--- config.mk ---
export PLATFORM = sky130hd
export DESIGN_NAME = dds_sine_gen
export DESIGN_NICKNAME = d
export VERILOG_FILES = /design/src/rtl/dds_pkg.sv /design/src/rtl/sine_qlut.sv /design/src/rtl/dds_sine_gen.sv
export SDC_FILE = /design/constraint.sdc
export NUM_CORES = 1
export LEC_CHECK = 0
export CORE_MARGIN = 2
export CORE_UTILIZATION = 60
export DETAILED_ROUTE_END_ITERATION = 8
export PLACE_DENSITY = 0.81
export SETUP_SLACK_MARGIN = 0.3
export SYNTH_ARGS = -nofsm -noshare
export SYNTH_HDL_FRONTEND = slang
export SYNTH_SLANG_ARGS = --single-unit
--- constraint.sdc ---
create_clock -name clk -period 5.91 [get_ports clk]
set_input_delay 0.8865 -clock clk [delete_from_list [all_inputs] [get_ports clk]]
set_output_delay 0.8865 -clock clk [all_outputs]
set_load 0.01 [all_outputs]
--- src/rtl/dds_pkg.sv ---
// dds_pkg: shared constants, quadrant-decode type and quarter-sine table generator for the DDS.
package dds_pkg;
  localparam int LUT_DEPTH = 256;
  localparam int LUT_AW = 8;
  localparam int LUT_MW = 13;
  localparam logic [13:0] DDS_MIDSCALE = 14'd8192;
  localparam logic [10:0] DDS_UNITY_AMP = 11'd1024;
  typedef struct packed {
    logic sign;
    logic [LUT_AW-1:0] addr;
  } qdec_t;
  function automatic qdec_t quad_decode(input logic [LUT_AW+1:0] idx);
    return '{sign: idx[LUT_AW+1], addr: idx[LUT_AW] ? ~idx[LUT_AW-1:0] : idx[LUT_AW-1:0]};
  endfunction
  // Half-sample offset keeps the mirrored quadrants exact and no entry is ever 0.
  function automatic logic [LUT_MW-1:0] qsin(input int k);
    return LUT_MW'($rtoi(8191.0 * $sin(2.0 * 3.141592653589793 * (real'(k) + 0.5) / 1024.0) + 0.5));
  endfunction
endpackage

--- src/rtl/sine_qlut.sv ---
// sine_qlut: 256x13 quarter-wave sine ROM with registered output (swappable for a BRAM).
module sine_qlut
  import dds_pkg::*;
(
  input  logic              clk,
  input  logic              rst_n,
  input  logic [LUT_AW-1:0] addr,
  output logic [LUT_MW-1:0] mag
);
  logic [LUT_MW-1:0] rom [LUT_DEPTH];
  for (genvar k = 0; k < LUT_DEPTH; k++) begin : g_rom
    assign rom[k] = qsin(k);
  end
  always_ff @(posedge clk or negedge rst_n)
    if (!rst_n) mag <= '0;
    else mag <= rom[addr];
endmodule

--- src/rtl/dds_sine_gen.sv ---
// dds_sine_gen: phase-accumulator DDS with quarter-wave sine lookup and amplitude scaling for a 14-bit DAC.
// Optional phase dither before index truncation: define DDS_PHASE_DITHER_EN.
module dds_sine_gen
  import dds_pkg::*;
#(
  parameter int PHASE_W = 32,
  parameter int IDX_W = 10,
  parameter int DAC_W = 14,
  parameter int AMP_W = 11
) (
  input  logic               clk,
  input  logic               rst_n,
  input  logic               en,
  input  logic [PHASE_W-1:0] ftw,
  input  logic               ftw_wr,
  input  logic               phase_clr,
  input  logic [AMP_W-1:0]   amp,
  output logic [DAC_W-1:0]   dac_data,
  output logic               dac_valid
);
  localparam int SHIFT = $clog2(DDS_UNITY_AMP);
  logic [PHASE_W-1:0] acc, ftw_reg, phase;
  qdec_t s1;
  logic s2_sign;
  logic [LUT_MW-1:0] mag;
  logic signed [DAC_W-1:0] s3_val, s4_res;
  logic [AMP_W-1:0] amp_sat;
  logic signed [DAC_W+AMP_W:0] prod;
  logic [4:0] vld;
`ifdef DDS_PHASE_DITHER_EN
  logic [15:0] lfsr;
  always_ff @(posedge clk or negedge rst_n)
    if (!rst_n) lfsr <= 16'hACE1;
    else if (en) lfsr <= {lfsr[14:0], lfsr[15] ^ lfsr[13] ^ lfsr[12] ^ lfsr[10]};
  // Dither sits below the index bits; the carry is allowed to reach idx.
  assign phase = acc + PHASE_W'(lfsr);
`else
  assign phase = acc;
`endif
  always_ff @(posedge clk or negedge rst_n)
    if (!rst_n) begin
      acc <= '0;
      ftw_reg <= '0;
    end else begin
      if (ftw_wr) ftw_reg <= ftw;
      if (phase_clr) acc <= '0;
      else if (en) acc <= acc + ftw_reg;
    end
  sine_qlut u_lut (.clk(clk), .rst_n(rst_n), .addr(s1.addr), .mag(mag));
  assign amp_sat = amp > DDS_UNITY_AMP ? DDS_UNITY_AMP : amp;
  assign prod = s3_val * $signed({1'b0, amp_sat});
  always_ff @(posedge clk or negedge rst_n)
    if (!rst_n) begin
      s1 <= '0;
      s2_sign <= 1'b0;
      s3_val <= '0;
      s4_res <= '0;
      vld <= '0;
      dac_data <= DDS_MIDSCALE;
    end else begin
      s1 <= quad_decode(phase[PHASE_W-1 -: IDX_W]);
      s2_sign <= s1.sign;
      s3_val <= s2_sign ? -$signed({1'b0, mag}) : $signed({1'b0, mag});
      s4_res <= DAC_W'(prod >>> SHIFT);
      vld <= {vld[3:0], en};
      dac_data <= vld[3] ? DAC_W'($unsigned(s4_res) + DDS_MIDSCALE) : DDS_MIDSCALE;
    end
  assign dac_valid = vld[4];
endmodule
# Word level (Yosys, flattened, before mapping)
# Memories as Yosys holds them, arrays and structs flattened. A register that Yosys moved wholly into a read port is not among the register bits.
# Cells that the tools add are included.
# word_totals
regBits	121
rom_bits	3328
in_bits	48
memories	1
# op_classes
add_sub_neg	3
mul	1
magnitude_cmp	1
mux	6
n_bitwise	2
n_reduce_logical	2
# mem_list
name	depth	word_bits	read_ports	rd_clocked_by_memory_dff	wr	line	source
(no name shown)	256	13	1	1	0	sine_qlut.sv:16	else mag <= rom[addr];
# ops
cell	n
$mux W32	2
$add A32 B32 Y32	1
$mux W14	2
$mul A14 B12 Y24	1
$add A14 B14 Y14 const B	1
$neg A13 Y14	1
$gt A11 B11 Y1 const B	1
$mux W11	1
$not A8 Y9	1
$mux W8	1
$not A8 Y8	1
$reduce_bool A2 Y1	1
$logic_not A1 Y1	1

# Depth between registers and ports, before layout
# depth
ltp_word	3
ltp_mapped	22
depth_no_buf	21

# Hierarchy
# From an unflattened synthesis, not the netlist that was laid out.
# hier_totals
cells_unflattened	1737
area_unflattened_um2	15115.7
# by_module_without_submodules
mod	n_inst	cells_each	area_each_um2
dds_sine_gen	1	1137	11228.3
sine_qlut	1	600	3887.5

# Worst setup path before layout
# No wires, ideal clock.
# synth_path
path_kind	input port to flip-flop
from	in amp[10]
to	reg s4_res[13]
setup_time_ns	0.125
arrival_time_ns	6.018
required_ns	5.785
setup_slack_ns	-0.233
path_stages	21
cell_sequence	clkbuf_1 > nor2b_1 > clkbuf_1 > nand2_1 > fa_1 > fa_1 > fa_1 > inv_1 > fa_1 > inv_1 > fa_1 > inv_1 > ha_1 > inv_1 > o31ai_2 > nand4_1 > a211oi_2 > nor3_1 > o31ai_1 > a21oi_1 > xnor2_1
# synth_between
elab_chain_cells	3
# synth_lines
element	line	source
from (decl)	dds_sine_gen.sv:17	input logic [AMP_W-1:0] amp,
$gt A11 B11 Y1	dds_sine_gen.sv:50	assign amp_sat = amp > DDS_UNITY_AMP ? DDS_UNITY_AMP : amp;
$mux W11 (*)	dds_sine_gen.sv:50	
$mul A14 B12 Y24 (*)	dds_sine_gen.sv:51	assign prod = s3_val * $signed({1'b0, amp_sat});
via prod[23]	dds_sine_gen.sv:28	logic signed [DAC_W+AMP_W:0] prod;
to (signal assigned)	dds_sine_gen.sv:64	s4_res <= DAC_W'(prod >>> SHIFT);
to (decl)	dds_sine_gen.sv:26	logic signed [DAC_W-1:0] s3_val, s4_res;
# Mark *: on every way through the listed nets, which the timed path passes. The rest lies on a longest branch.
# A chain may end at the register's enable or synchronous reset.

# Worst setup path in the final report
# layout_path
from	in amp[10]
to	reg s4_res[10]
# Same word-level chain as after synthesis.

==> metrics.txt <==
Synth top cells by count=nand2_1, inv_1, a21oi_1; CTS tree=done; kind of critical path=input port to register; CTS sink count=134; HP Class=register to register; complex-gate fraction of the synthesized area=16.8%; syn avg cell area=~8.5 um2; vias in the first global route=13,491; hpwl dp=approximately 29,000 um; row cnt=57; prevailing post-synth register cell=dfrtp_1; Worst path most repeated cell=fa_1; Async S/R FF share, synth=100%; sequential area share after synthesis=22.6%; status=finished, final reports clean; cts hold-fix bufs=0; # DRC=0; cell area after layout=approximately 0.017 mm2; maxcap violations=0; Die Area=0.0260 mm2; CTS root buffer=clkbuf_16; placed instance area=roughly 0.016 mm2; CP startpoint kind=input port; post-route setup slack=roughly 0.14 ns; top-level port count=63; area of the core=0.0242 mm2; Place WS=-0.633 ns; Final Hold Viols=0; Mapped Cells=1,740; GRT Util Overall=roughly a third; vias per std cell=6.28; Worst Tran Pin Value=approximately 0.95 ns; Clock Tree Buf Depth=2; worst-path maximum fanout=6; Port Buffers=62; # diodes=0; Die Ht=161 um; total CTS buffers=17; Worst EP required=around 6.3 ns; mux contribution to synthesized area=5.16%; via count=13,442; Routed Antenna Nets=0; RSZ-0062 raised after global routing=true; Layout area overhead=15.5%; worst skew pair latency=0.43 ns; final wirelength=41,900 um; RD Place Congestion=approximately 1.1; post-layout util=slightly above 70%; worst-path cell chain=buf_8 > buf_8 > nor2b_4 > buf_6 > nand2_1 > fa_1 > fa_1 > inv_2 > fa_1 > fa_1 > inv_2 > fa_1 > inv_2 > ha_4 > a21o_1 > a21oi_2 > nor3b_4 > a211oi_4 > or3_4 > a21oi_2 > xnor2_1; post-layout minimum cycle time=5.77 ns; Detailed Route Iter0 Violations=1,688; largest family of logic cells by synthesized area=adder cells; Worst Clk Skew=0.0159 ns; crit share post-route=97.7%; Fmax=173 MHz; drt first pass iters=6; largest net degree at the start of global routing=around 90; Mapped Nets=~2,000; Mapped Area=0.0148 mm2; layout cells sized above 1=14.8%; DP Cell Count=2,082; most frequent cell after synthesis=nand2_1; CP peak stage delay=0.54 ns; starting density of the core=61.1%; Clock Pin Slew Worst Setup and Hold Paths=0.06 ns; Post-Synth Adder-Cell Area=a little over a quarter; CP max-delay cell=fa_1; H-tree levels=4; register bit total from synthesis=134; Final nets=between 2,000 and 2,500; global-route wire length before repair=approximately 67,000 um; Synth top area share=approximately 22%; final setup fails=0; GRT Residual Overflow=0; Worst EP arrival=6.12 ns; initial antenna violation count=1; Final Max Tran Viols=0; WL per Instance=19.6 um; Yosys cell types=65; post-synthesis xor/xnor area fraction=3.96%; Worst setup EP type=register; chip width=roughly 160 um; largest area contributor in the netlist=dfrtp_1; final std cells w/o fill=2,141; ranking of synthesized cells by area=dfrtp_1, fa_1, ha_1; Synth Area in Simple Gates=between 10% and 20%; Yosys warnings=0; Slew headroom=36.7%; EDFF count, synth=0
==> layer usage <==
layer	wire length (um)	global-route usage (%)	up-vias	share of wire (%)
met4	1680	14.4	0	4.0
met2	20300	53.0	828	48
li1	-	-	5992	-
met3	4080	6.55	170	9.7
met5	0	0	-	0
met1	15900	41.4	6452	38
==> what timing repair did <==
item                       in CTS  in global routing
gates resized for setup        48                 68
setup buffers                  14                 12
setup endpoints to repair      11                  7
pin swaps                      27                 55
gates cloned                    1                  0
==> critical path: cells and delay by family <==
| kind | cells | cell delay (ns) |
|---|---|---|
| fa+ha+maj | 6 | 2.82 |
| simple gates | 4 | 1.02 |
| compound gates | 4 | 0.72 |
| buf+inv | 6 | 0.53 |
| xor+xnor | 1 | 0.15 |
==> placed cells by master (no fill, tap or decap), drive strengths merged, types with 31 or more instances in the layout <==
| cell | instances |
|---|---|
| dfrtp | 133 |
| nor2 | 132 |
| a211oi | 31 |
| inv | 195 |
| o21ai | 82 |
| fa | 135 |
| nand2 | 197 |
| mux2 | 33 |
| a21oi | 141 |
| clkdlybuf4s50 | 51 |
| xnor2 | 39 |
| buf | 104 |
| ha | 95 |
| and2 | 82 |
==> per-stage QoR <==
step | setup TNS, ns | hold WS, ns
finish | 0 | 0.343
global route | 0 | 0.367
CTS | 0 | 0.344
detailed placement | -4.76 | 0.335
global placement | -2.42 | 0.331
floorplan | 0 | 0.331
==> cells by family (layout without fill, tap and decap cells) <==
kind of cell / Yosys count / after routing
AO/OA/AOI/OAI: 393 / 393
XOR/XNOR: 67 / 67
adder cells (fa/ha/maj): 230 / 230
buffers and inverters: 308 / 384
flip-flops: 134 / 134
multiplexers: 61 / 61
AND/OR/NAND/NOR: 547 / 548
==> path summary, 6_finish.rpt <==
kind                            from          end  slack [ns]  cells after the start
setup / recovery             amp[10]   s4_res[10]        0.14                     21
hold / removal                vld[0]       vld[1]        0.34                      0
setup reg to reg           s3_val[3]   s4_res[10]        0.41                     18
hold reg to reg               vld[0]       vld[1]        0.34                      0
max in group asynchronous      rst_n  dac_data[0]        4.29                      2
min in group asynchronous      rst_n    s3_val[0]        0.51                      1
==> cell type report <==
type | instances | area [um2]
inverters | 188 | 706
flip-flops and latches | 134 | 3360
repair buffers | 164 | 1450
clock inverters | 14 | 116
fillers | 1728 | 7130
clock buffers | 18 | 429
multi-input cells | 1299 | 10700
well taps | 324 | 405
Power is not shown: default switching activity piles up to over one toggle a cycle in this logic, so the estimate is an artifact.
